$ cat config.mk
export PLATFORM = sky130hd
export DESIGN_NAME = pll_phase_sweeper_flat
export DESIGN_NICKNAME = d
export VERILOG_FILES = /design/src/rtl/pll_phase_sweeper_if.sv /design/src/rtl/pll_phase_sweeper.sv /design/src/flat_wrapper.sv
export SDC_FILE = /design/constraint.sdc
export NUM_CORES = 1
export LEC_CHECK = 0
export ABC_CLOCK_PERIOD_IN_PS = 2350
export CORE_MARGIN = 2
export CORE_UTILIZATION = 30
export DETAILED_ROUTE_END_ITERATION = 7
export PLACE_DENSITY = 0.55
export RECOVER_POWER = 50
export SLEW_MARGIN = 20
export SYNTH_ARGS = -nofsm -noshare
export SYNTH_HDL_FRONTEND = slang
export SYNTH_SLANG_ARGS = --single-unit
$ cat constraint.sdc
create_clock -name scanclk -period 2.35 [get_ports scanclk]
set_input_delay 0.705 -clock scanclk [delete_from_list [all_inputs] [get_ports scanclk]]
set_output_delay 0.705 -clock scanclk [all_outputs]
set_load 0.005 [all_outputs]
$ cat src/rtl/pll_phase_sweeper_if.sv
// Bundles the request side and the PLL phase-shift port of pll_phase_sweeper.
// Ports: slave  = the sweeper (takes requests and PLL status; drives status and PLL controls)
//        master = the environment (calibration FSM plus PLL).
interface pll_phase_sweeper_if #(
  parameter int STEP_W = 8,
  parameter int POS_W  = 6
);
  // request / status side
  logic              start;
  logic [STEP_W-1:0] step_cnt_in;
  logic              updn_in;
  logic [4:0]        cntsel_in;
  logic              busy;
  logic              done;
  logic              err;
  logic [POS_W-1:0]  phase_pos;
  // PLL phase-shift port
  logic              pll_locked;
  logic              pll_phase_en;
  logic              pll_updn;
  logic [4:0]        pll_cntsel;
  logic              pll_phase_done;

  modport slave (
    input  start, step_cnt_in, updn_in, cntsel_in, pll_locked, pll_phase_done,
    output busy, done, err, phase_pos, pll_phase_en, pll_updn, pll_cntsel
  );

  modport master (
    output start, step_cnt_in, updn_in, cntsel_in, pll_locked, pll_phase_done,
    input  busy, done, err, phase_pos, pll_phase_en, pll_updn, pll_cntsel
  );
endinterface

$ cat src/rtl/pll_phase_sweeper.sv
// Sequences a multi-step dynamic phase shift on the PLL: one phase_en/phase_done handshake
// per step, after lock; tracks the accumulated phase position modulo one output period.
// Ports: scanclk (single clock), rst_n (async active-low), bus (pll_phase_sweeper_if.slave):
//   request start/step_cnt_in/updn_in/cntsel_in, status busy/done/err/phase_pos,
//   PLL pll_locked (async, synchronised here)/pll_phase_en/pll_updn/pll_cntsel/pll_phase_done.
// Optional feature: define PHASE_TIMEOUT_EN to add a handshake watchdog (TIMEOUT_CYCLES).
module pll_phase_sweeper #(
  parameter int STEP_W           = 8,
  parameter int STEPS_PER_PERIOD = 64,
  parameter int POS_W            = 6,
  parameter int SETUP_CYCLES     = 2,
`ifdef PHASE_TIMEOUT_EN
  parameter int EN_CYCLES        = 2,
  parameter int TIMEOUT_CYCLES   = 1023
`else
  parameter int EN_CYCLES        = 2
`endif
) (
  input  logic                  scanclk,
  input  logic                  rst_n,
  pll_phase_sweeper_if.slave    bus
);

  // shared down-counter for the SETUP and PULSE dwell times
  localparam int PH_MAX = (SETUP_CYCLES > EN_CYCLES) ? SETUP_CYCLES : EN_CYCLES;
  localparam int CNT_W  = (PH_MAX < 2) ? 1 : $clog2(PH_MAX + 1);
  localparam logic [CNT_W-1:0] SETUP_LAST = CNT_W'(SETUP_CYCLES - 1);
  localparam logic [CNT_W-1:0] EN_LAST    = CNT_W'(EN_CYCLES - 1);
  localparam logic [POS_W-1:0] POS_LAST   = POS_W'(STEPS_PER_PERIOD - 1);

`ifdef PHASE_TIMEOUT_EN
  localparam int TMO_W = $clog2(TIMEOUT_CYCLES + 1);
  localparam logic [TMO_W-1:0] TMO_LAST = TMO_W'(TIMEOUT_CYCLES - 1);
`endif

  typedef enum logic [2:0] {
    S_IDLE, S_WAIT_LOCK, S_SETUP, S_PULSE, S_WAIT_DONE, S_GAP, S_FINISH, S_ERROR
  } state_t;

  state_t            state;
  logic              lock_meta;
  logic              lock_sync;
  logic [STEP_W-1:0] remaining;
  logic              req_updn;
  logic [4:0]        req_cntsel;
  logic [CNT_W-1:0]  cnt;
  logic              busy_q;
  logic              done_q;
  logic              err_q;
  logic [POS_W-1:0]  pos_q;
  logic              phase_en_q;
  logic              updn_q;
  logic [4:0]        cntsel_q;
`ifdef PHASE_TIMEOUT_EN
  logic [TMO_W-1:0]  tmo_cnt;
`endif

  assign bus.busy         = busy_q;
  assign bus.done         = done_q;
  assign bus.err          = err_q;
  assign bus.phase_pos    = pos_q;
  assign bus.pll_phase_en = phase_en_q;
  assign bus.pll_updn     = updn_q;
  assign bus.pll_cntsel   = cntsel_q;

  always_ff @(posedge scanclk or negedge rst_n) begin
    if (!rst_n) begin
      state      <= S_IDLE;
      lock_meta  <= 1'b0;
      lock_sync  <= 1'b0;
      remaining  <= '0;
      req_updn   <= 1'b0;
      req_cntsel <= '0;
      cnt        <= '0;
      busy_q     <= 1'b0;
      done_q     <= 1'b0;
      err_q      <= 1'b0;
      pos_q      <= '0;
      phase_en_q <= 1'b0;
      updn_q     <= 1'b0;
      cntsel_q   <= '0;
`ifdef PHASE_TIMEOUT_EN
      tmo_cnt    <= '0;
`endif
    end else begin
      lock_meta <= bus.pll_locked;
      lock_sync <= lock_meta;
      done_q    <= 1'b0;

      case (state)
        S_IDLE: begin
          if (bus.start) begin
            req_updn   <= bus.updn_in;
            req_cntsel <= bus.cntsel_in;
            remaining  <= bus.step_cnt_in;
            err_q      <= 1'b0;
            busy_q     <= 1'b1;
            // a zero-step request completes without touching the PLL
            state      <= (bus.step_cnt_in == '0) ? S_FINISH : S_WAIT_LOCK;
          end
        end

        S_WAIT_LOCK: begin
          if (lock_sync) begin
            cntsel_q <= req_cntsel;
            updn_q   <= req_updn;
            cnt      <= '0;
            state    <= S_SETUP;
          end
        end

        S_SETUP: begin
          if (!lock_sync) begin
            state <= S_ERROR;
          end else if (cnt == SETUP_LAST) begin
            cnt        <= '0;
            phase_en_q <= 1'b1;
`ifdef PHASE_TIMEOUT_EN
            tmo_cnt    <= '0;
`endif
            state      <= S_PULSE;
          end else begin
            cnt <= cnt + CNT_W'(1);
          end
        end

        S_PULSE: begin
          if (!lock_sync) begin
            phase_en_q <= 1'b0;
            state      <= S_ERROR;
`ifdef PHASE_TIMEOUT_EN
          end else if (tmo_cnt == TMO_LAST) begin
            phase_en_q <= 1'b0;
            state      <= S_ERROR;
`endif
          end else if ((cnt >= EN_LAST) && !bus.pll_phase_done) begin
            // PLL has acknowledged the shift and the minimum width is met
            phase_en_q <= 1'b0;
`ifdef PHASE_TIMEOUT_EN
            tmo_cnt    <= '0;
`endif
            state      <= S_WAIT_DONE;
          end else begin
            if (cnt < EN_LAST) cnt <= cnt + CNT_W'(1);
`ifdef PHASE_TIMEOUT_EN
            tmo_cnt <= tmo_cnt + TMO_W'(1);
`endif
          end
        end

        S_WAIT_DONE: begin
          if (!lock_sync) begin
            state <= S_ERROR;
`ifdef PHASE_TIMEOUT_EN
          end else if (tmo_cnt == TMO_LAST) begin
            state <= S_ERROR;
`endif
          end else if (bus.pll_phase_done) begin
            if (req_updn) pos_q <= (pos_q == POS_LAST) ? '0 : pos_q + POS_W'(1);
            else          pos_q <= (pos_q == '0) ? POS_LAST : pos_q - POS_W'(1);
            remaining <= remaining - STEP_W'(1);
            state     <= S_GAP;
`ifdef PHASE_TIMEOUT_EN
          end else begin
            tmo_cnt <= tmo_cnt + TMO_W'(1);
`endif
          end
        end

        S_GAP: begin
          if (!lock_sync) begin
            state <= S_ERROR;
          end else if (remaining != '0) begin
            cnt   <= '0;
            state <= S_SETUP;
          end else begin
            state <= S_FINISH;
          end
        end

        S_FINISH: begin
          done_q <= 1'b1;
          busy_q <= 1'b0;
          state  <= S_IDLE;
        end

        S_ERROR: begin
          err_q  <= 1'b1;
          busy_q <= 1'b0;
          state  <= S_IDLE;
        end

        default: state <= S_IDLE;
      endcase
    end
  end

endmodule

$ cat src/flat_wrapper.sv
// flat-port wrapper written by rule: the top's interface ports become plain ports
module pll_phase_sweeper_flat 
#(
  parameter int STEP_W           = 8,
  parameter int STEPS_PER_PERIOD = 64,
  parameter int POS_W            = 6,
  parameter int SETUP_CYCLES     = 2,

  parameter int EN_CYCLES        = 2

)
  (scanclk, rst_n, bus_start, bus_step_cnt_in, bus_updn_in, bus_cntsel_in, bus_pll_locked, bus_pll_phase_done, bus_busy, bus_done, bus_err, bus_phase_pos, bus_pll_phase_en, bus_pll_updn, bus_pll_cntsel);
  pll_phase_sweeper_if #(.STEP_W(STEP_W), .POS_W(POS_W)) bus_i ();
  input  logic scanclk;
  input  logic rst_n;
  input wire logic [$bits(bus_i.start)-1:0] bus_start;
  input wire logic [$bits(bus_i.step_cnt_in)-1:0] bus_step_cnt_in;
  input wire logic [$bits(bus_i.updn_in)-1:0] bus_updn_in;
  input wire logic [$bits(bus_i.cntsel_in)-1:0] bus_cntsel_in;
  input wire logic [$bits(bus_i.pll_locked)-1:0] bus_pll_locked;
  input wire logic [$bits(bus_i.pll_phase_done)-1:0] bus_pll_phase_done;
  output wire logic [$bits(bus_i.busy)-1:0] bus_busy;
  output wire logic [$bits(bus_i.done)-1:0] bus_done;
  output wire logic [$bits(bus_i.err)-1:0] bus_err;
  output wire logic [$bits(bus_i.phase_pos)-1:0] bus_phase_pos;
  output wire logic [$bits(bus_i.pll_phase_en)-1:0] bus_pll_phase_en;
  output wire logic [$bits(bus_i.pll_updn)-1:0] bus_pll_updn;
  output wire logic [$bits(bus_i.pll_cntsel)-1:0] bus_pll_cntsel;
  assign bus_i.start = bus_start;
  assign bus_i.step_cnt_in = bus_step_cnt_in;
  assign bus_i.updn_in = bus_updn_in;
  assign bus_i.cntsel_in = bus_cntsel_in;
  assign bus_i.pll_locked = bus_pll_locked;
  assign bus_i.pll_phase_done = bus_pll_phase_done;
  assign bus_busy = bus_i.busy;
  assign bus_done = bus_i.done;
  assign bus_err = bus_i.err;
  assign bus_phase_pos = bus_i.phase_pos;
  assign bus_pll_phase_en = bus_i.pll_phase_en;
  assign bus_pll_updn = bus_i.pll_updn;
  assign bus_pll_cntsel = bus_i.pll_cntsel;
  pll_phase_sweeper #(.STEP_W(STEP_W), .STEPS_PER_PERIOD(STEPS_PER_PERIOD), .POS_W(POS_W), .SETUP_CYCLES(SETUP_CYCLES), .EN_CYCLES(EN_CYCLES)) u_core (.scanclk(scanclk), .rst_n(rst_n), .bus(bus_i));
endmodule
Yosys cells after proc, flatten, opt, wreduce, memory -nomap -nowiden
Cells that the tools add are included.
{"block": "word_totals", "wordCells": 102, "inputBits": 19, "reg_bits": 37, "out_inout_bits": 16}
{"block": "op_classes", "n_eq_ne": 23, "addsub": 4, "n_mux": 38, "n_reduce_logical": 21, "magnitude_cmp": 2}
{"cell": "2-to-1 mux 3 bit", "count": 11}
{"cell": "2-to-1 mux 8 bit", "count": 3}
{"cell": "one-hot mux 3 bit (7 select lines)", "count": 1}
{"cell": "2-to-1 mux 6 bit", "count": 3}
{"cell": "2-to-1 mux 2 bit", "count": 8}
{"cell": "!= test 2 x 1 -> 1 bit, second input constant", "count": 8}
{"cell": "one-hot mux 8 bit (2 select lines)", "count": 1}
{"cell": "equality test 3 bit, second input constant", "count": 4}
{"cell": "!= test 3 bit, second input constant", "count": 3}
{"cell": "logical NOT 8 bit", "count": 1}
{"cell": "one-hot mux 2 bit (4 select lines)", "count": 1}
{"cell": "AND reduction 2 bit", "count": 4}
{"cell": "AND reduction 4 bit", "count": 2}
{"cell": "AND reduction 8 bit", "count": 1}
{"cell": "nonzero test 2 bit", "count": 4}
{"cell": "nonzero test 8 bit", "count": 1}
{"cell": "subtractor 8 x 1 -> 8 bit, second input constant", "count": 1}
{"cell": "2-to-1 mux 1 bit", "count": 7}
{"cell": "adder 6 x 1 -> 6 bit, second input constant", "count": 1}
{"cell": "equality test 3 x 2 -> 1 bit, second input constant", "count": 2}
{"cell": "equality test 6 bit, second input constant", "count": 1}
{"cell": "logical NOT 6 bit", "count": 1}
{"cell": "!= test 2 bit, second input constant", "count": 3}
{"cell": "one-hot mux 1 bit (2 select lines)", "count": 3}
{"cell": "other kinds (13)", "count": 13}

Logic depth before layout (Yosys ltp)
{"block": "depth", "word_depth": 5, "mapped_depth": 7, "depth_no_buf": 6}

Worst setup path after synthesis
No wires, ideal clock.
{"block": "synth_path", "kind": "reg2reg", "start": "reg u_core.remaining[4]", "end": "reg u_core.cnt[0]", "t_required_ns": 2.222, "path_buffers": 0, "setup_ns": 0.128, "slack_ns": 0.546, "period_less_slack_ns": 1.804, "arrival_time_ns": 1.677, "path_stages_with_launch": 5, "cell_sequence": "dfrtp_1 or4_4 or4_4 o211a_2 mux2i_1"}
{"block": "synth_via", "elab_chain_cells": 3}
{"element": "start, declared", "line": "pll_phase_sweeper.sv:43", "source": "logic [STEP_W-1:0] remaining;"}
{"element": "start signal, assigned", "line": "pll_phase_sweeper.sv:95", "source": "remaining <= bus.step_cnt_in;"}
{"element": "start signal, assigned", "line": "pll_phase_sweeper.sv:161", "source": "remaining <= remaining - STEP_W'(1);"}
{"element": "nonzero test 8 bit", "line": "pll_phase_sweeper.sv:173", "source": "end else if (remaining != '0) begin"}
{"element": "!= test 2 x 1 -> 1 bit (no source line)"}
{"element": "AND reduction 8 bit (no source line)"}
{"element": "end signal, assigned", "line": "pll_phase_sweeper.sv:123", "source": "cnt <= cnt + CNT_W'(1);"}
{"element": "end signal, assigned", "line": "pll_phase_sweeper.sv:144", "source": "if (cnt < EN_LAST) cnt <= cnt + CNT_W'(1);"}
{"element": "end, declared", "line": "pll_phase_sweeper.sv:46", "source": "logic [CNT_W-1:0] cnt;"}
No other way between the ends.
A chain may end at the register's enable or synchronous reset.

Final worst setup path
{"block": "layout_path", "start": "reg u_core.pos_q[2], in the netlist u_core.bus.phase_pos[2]", "end": "out bus_phase_pos[2]"}
{"element": "start, declared", "line": "pll_phase_sweeper.sv:50", "source": "logic [POS_W-1:0] pos_q;"}
{"element": "start signal, assigned", "line": "pll_phase_sweeper.sv:159", "source": "if (req_updn) pos_q <= (pos_q == POS_LAST) ? '0 : pos_q + POS_W'(1);"}
{"element": "start signal, assigned", "line": "pll_phase_sweeper.sv:160", "source": "else pos_q <= (pos_q == '0) ? POS_LAST : pos_q - POS_W'(1);"}
{"element": "end, declared", "line": "flat_wrapper.sv:25", "source": "output wire logic [$bits(bus_i.phase_pos)-1:0] bus_phase_pos;"}
No word-level cell between the ends.

==> flow_summary.yaml <==
global_route:
  grt_pass1_wl_um: 8660
  grt.overflow.total: 0
  antenna_found_initial: 0
  grt_pass1_vias: 1749
  grt_max_degree: 38
  grt_usage_pct: 14.0
hold_path:
  hold_path_depth: 0
  hold_path_class: "flip-flop to flip-flop"
  hp-start: "u_core.lock_meta$_DFF_PN0_"
  min_to: "u_core.lock_sync$_DFF_PN0_"
timing:
  tightest_slew_ps: 968
  final.setup.tns_ps: 0
  fin_crit_sh_pct: 88.0
  setup_violations: 0
  period_needed_ps: 2070
  clock_skew_ps: 5.54
  hold_viol_final: 0
  fmax_ghz: 0.484
  setup_ws_ps: 283
  drv_slew: 0
  slew-limit-headroom_pct: 35.4
  rsz0062_at_grt: "false"
cts:
  cts_tree: "yes"
  clockBufferDepth: 2
  cts_resized: 0
  hold_buffers: 0
  clkSinkCount: 37
  cts_root_buffer: "clkbuf_8"
  cts_max_level: 2
  cts_made_buffers: 5
  cts_setup_buffers: 0
  path_clk_slew_ps: 80
  clock_latency_ps: 290
routing:
  wirelength_um: 4970
  drc: 0
  num_vias: 1792
  antenna_left: 0
  wl_per_cell_um: 14.1
  firstDrtPassIters: 6
  viasPerCell: 5.08
  drt_iter0_drc: 118
floorplanning:
  dieArea_mm2: 0.00794
  initial_core_util_pct: 30.5
  boundaryPins: 35
  rows: 31
  fp.dieH_um: 89.1
  placeableCoreArea_mm2: 0.00714
  die_x_um: 89.1
critical_path:
  path_buf_inv: 1
  critPathMaxStageDelay_ps: 560
  crit_slowest_cell: "clkdlybuf4s50_1"
  cp.required_ps: 1640
  critical_path.cell_chain: "clkdlybuf4s50_1"
  start_kind: "flip-flop"
  worst-path-max-fanout: 9
  path_class: "flip-flop to primary output"
  arrival_ps: 1360
  r2r_start: "u_core.state[2]$_DFFE_PN0P_"
  end_kind: "primary output"
  r2r_slack_ps: 430
  r2r_end: "u_core.remaining[7]$_DFFE_PN0P_"
  cp-startpoint: "u_core.bus.phase_pos[2]$_DFFE_PN0P_"
  path_delay_family: "buffers and inverters"
  reg2reg_depth: 4
flow_run:
  cap_violations: 0
finish:
  layout.nets: 282
  filler_cell_count: 727
  stdcell_count: 353
  layout-drive-gt1-share_pct: 9.06
  area_growth_pct: 23.9
  n_antenna_cell: 0
power_and_ir_drop:
  power_mw: 3.32
  p_per_area_mw_per_mm2: 1230
  peakVddDrop_mv: 0.314
  power_leakage_nw: 1.12
yosys:
  synth_commonest_cells: "dfrtp_1, a21oi_1, inv_1, mux2_1"
  yosysMostFrequentCell: "dfrtp_1"
  yosys_warnings: 0
  syn_avg_cell_area_um2: 9.88
  synth.distinct_cells: 60
  syn-num-nets: 248
  synth.top_cell.area_share_pct: 42.6
  yosysTopAreaCell: "dfrtp_1"
  synth-edff-count: 0
  synth_seq_cells: 37
  synthTopCellsByArea: "dfrtp_1, mux2_1, ha_1"
  syn_inst: 220
  syn-cell-area_mm2: 0.00217
  ys_seq_area_share_pct: 42.6
  async_flop_share_pct: 100
  synth_ff_type: "dfrtp_1"
status:
  outcome: "completed"
place:
  placed_cells: 346
  gp_congestion: 0.868
  port_buffers: 34
  place_hpwl_um: 3480
  place_ws_ps: 38.2
[sequential cells by signal (all words and copies together), names as in the netlist, 2 cells and up]
register,count
u_core.remaining,8
u_core.bus.pll_cntsel,5
u_core.req_cntsel,5
u_core.state,3
u_core.cnt,2
u_core.bus.phase_pos,6
[cell type report]
| cell class | instances | area, um2 | share of cell area [%] |
|---|---|---|---|
| Multi-Input combinational cell | 157 | 1130 | 41.8 |
| Sequential cell | 37 | 926 | 34.4 |
| Timing Repair Buffer | 40 | 378 | 14.0 |
| Tap cell | 99 | 124 | 4.60 |
| Clock buffer | 6 | 82.6 | 3.07 |
| Inverter | 13 | 48.8 | 1.81 |
| Clock inverter | 1 | 7.51 | 0.279 |
[per-stage QoR]
step / area, um2 / hold WS (ps) / utilization [%]
6_report: 2690 / 374 / 37.7
3_5_place_dp: 2610 / 355 / 36.6
4_1_cts: 2700 / 374 / 37.8
5_1_grt: 2690 / 380 / 37.7
2_1_floorplan: 2170 / 331 / -
3_3_place_gp: 2610 / 334 / 36.6
[where the power goes]
part	internal (mW)	total, mW	switching [mW]
logic	0.851	1.57	0.720
clock network	0.232	0.467	0.235
registers	0.922	1.28	0.357
[worst max path at each step]
| stage | slack, ps | cells past startpoint | end |
|---|---|---|---|
| 6_report | 280 | 1 | bus_phase_pos[2] |
| 5_1_grt | 180 | 5 | u_core.state[0]$_DFFE_PN0P_ |
| 4_1_cts | 270 | 1 | bus_phase_pos[2] |
| 3_5_place_dp | 40 | 5 | u_core.state[0]$_DFFE_PN0P_ |
| 3_3_place_gp | 50 | 5 | u_core.state[1]$_DFFE_PN0P_ |
| 2_1_floorplan | 550 | 4 | u_core.cnt[0]$_DFFE_PN0P_ |
[layer usage]
| layer | GRT usage [%] | share of wire (%) | wire (um) | up-vias |
|---|---|---|---|---|
| li1 | - | - | - | 888 |
| met1 | 19.3 | 50 | 2460 | 869 |
| met2 | 22.3 | 47 | 2310 | 30 |
| met3 | 2.59 | 2.6 | 127 | 5 |
| met4 | 4.48 | 1.3 | 66 | 0 |
| met5 | 0 | 0 | 0 | - |
[placed cells by master (no fill, tap or decap), types with 2 or more instances in the layout]
| cell | synthesis | layout |
|---|---|---|
| a21oi_1 | 13 | 13 |
| a221oi_1 | 4 | 4 |
| a22o_1 | 3 | 3 |
| a22oi_1 | 2 | 2 |
| a2bb2oi_1 | 2 | 2 |
| a31oi_1 | 4 | 4 |
| and2_1 | 3 | 3 |
| and3_1 | 5 | 5 |
| buf_4 | 3 | 5 |
| clkbuf_8 | 0 | 6 |
| clkdlybuf4s50_1 | 0 | 31 |
| dfrtp_1 | 37 | 37 |
| dlygate4sd3_1 | 0 | 2 |
| ha_1 | 9 | 9 |
| inv_1 | 13 | 13 |
| mux2_1 | 11 | 11 |
| mux2i_1 | 3 | 3 |
| nand2_1 | 9 | 10 |
| nand2b_1 | 2 | 2 |
| nand3_1 | 3 | 3 |
| nor2_1 | 10 | 10 |
| nor2b_1 | 4 | 4 |
| nor3_1 | 6 | 6 |
| nor3b_1 | 2 | 2 |
| o21a_1 | 2 | 2 |
| o21ai_0 | 10 | 10 |
| o21ai_1 | 10 | 10 |
| o21bai_1 | 2 | 2 |
| o22a_1 | 2 | 2 |
| o22ai_1 | 2 | 2 |
| o2bb2ai_1 | 2 | 2 |
| or3b_1 | 2 | 2 |
| or4_1 | 2 | 2 |
| or4_4 | 2 | 2 |
[cells by family (layout without fill, tap and decap cells)]
logic type      count (synthesis)  count (layout)  synth area share (%)
compound gates                 73              73                  22.9
xor+xnor                        1               1                 0.403
fa+ha+maj                       9               9                  5.18
buf+inv                        26              60                  5.41
flops                          37              37                  42.6
mux                            15              15                  7.60
simple gates                   59              59                  15.9
(Power assumes the default switching activity.)
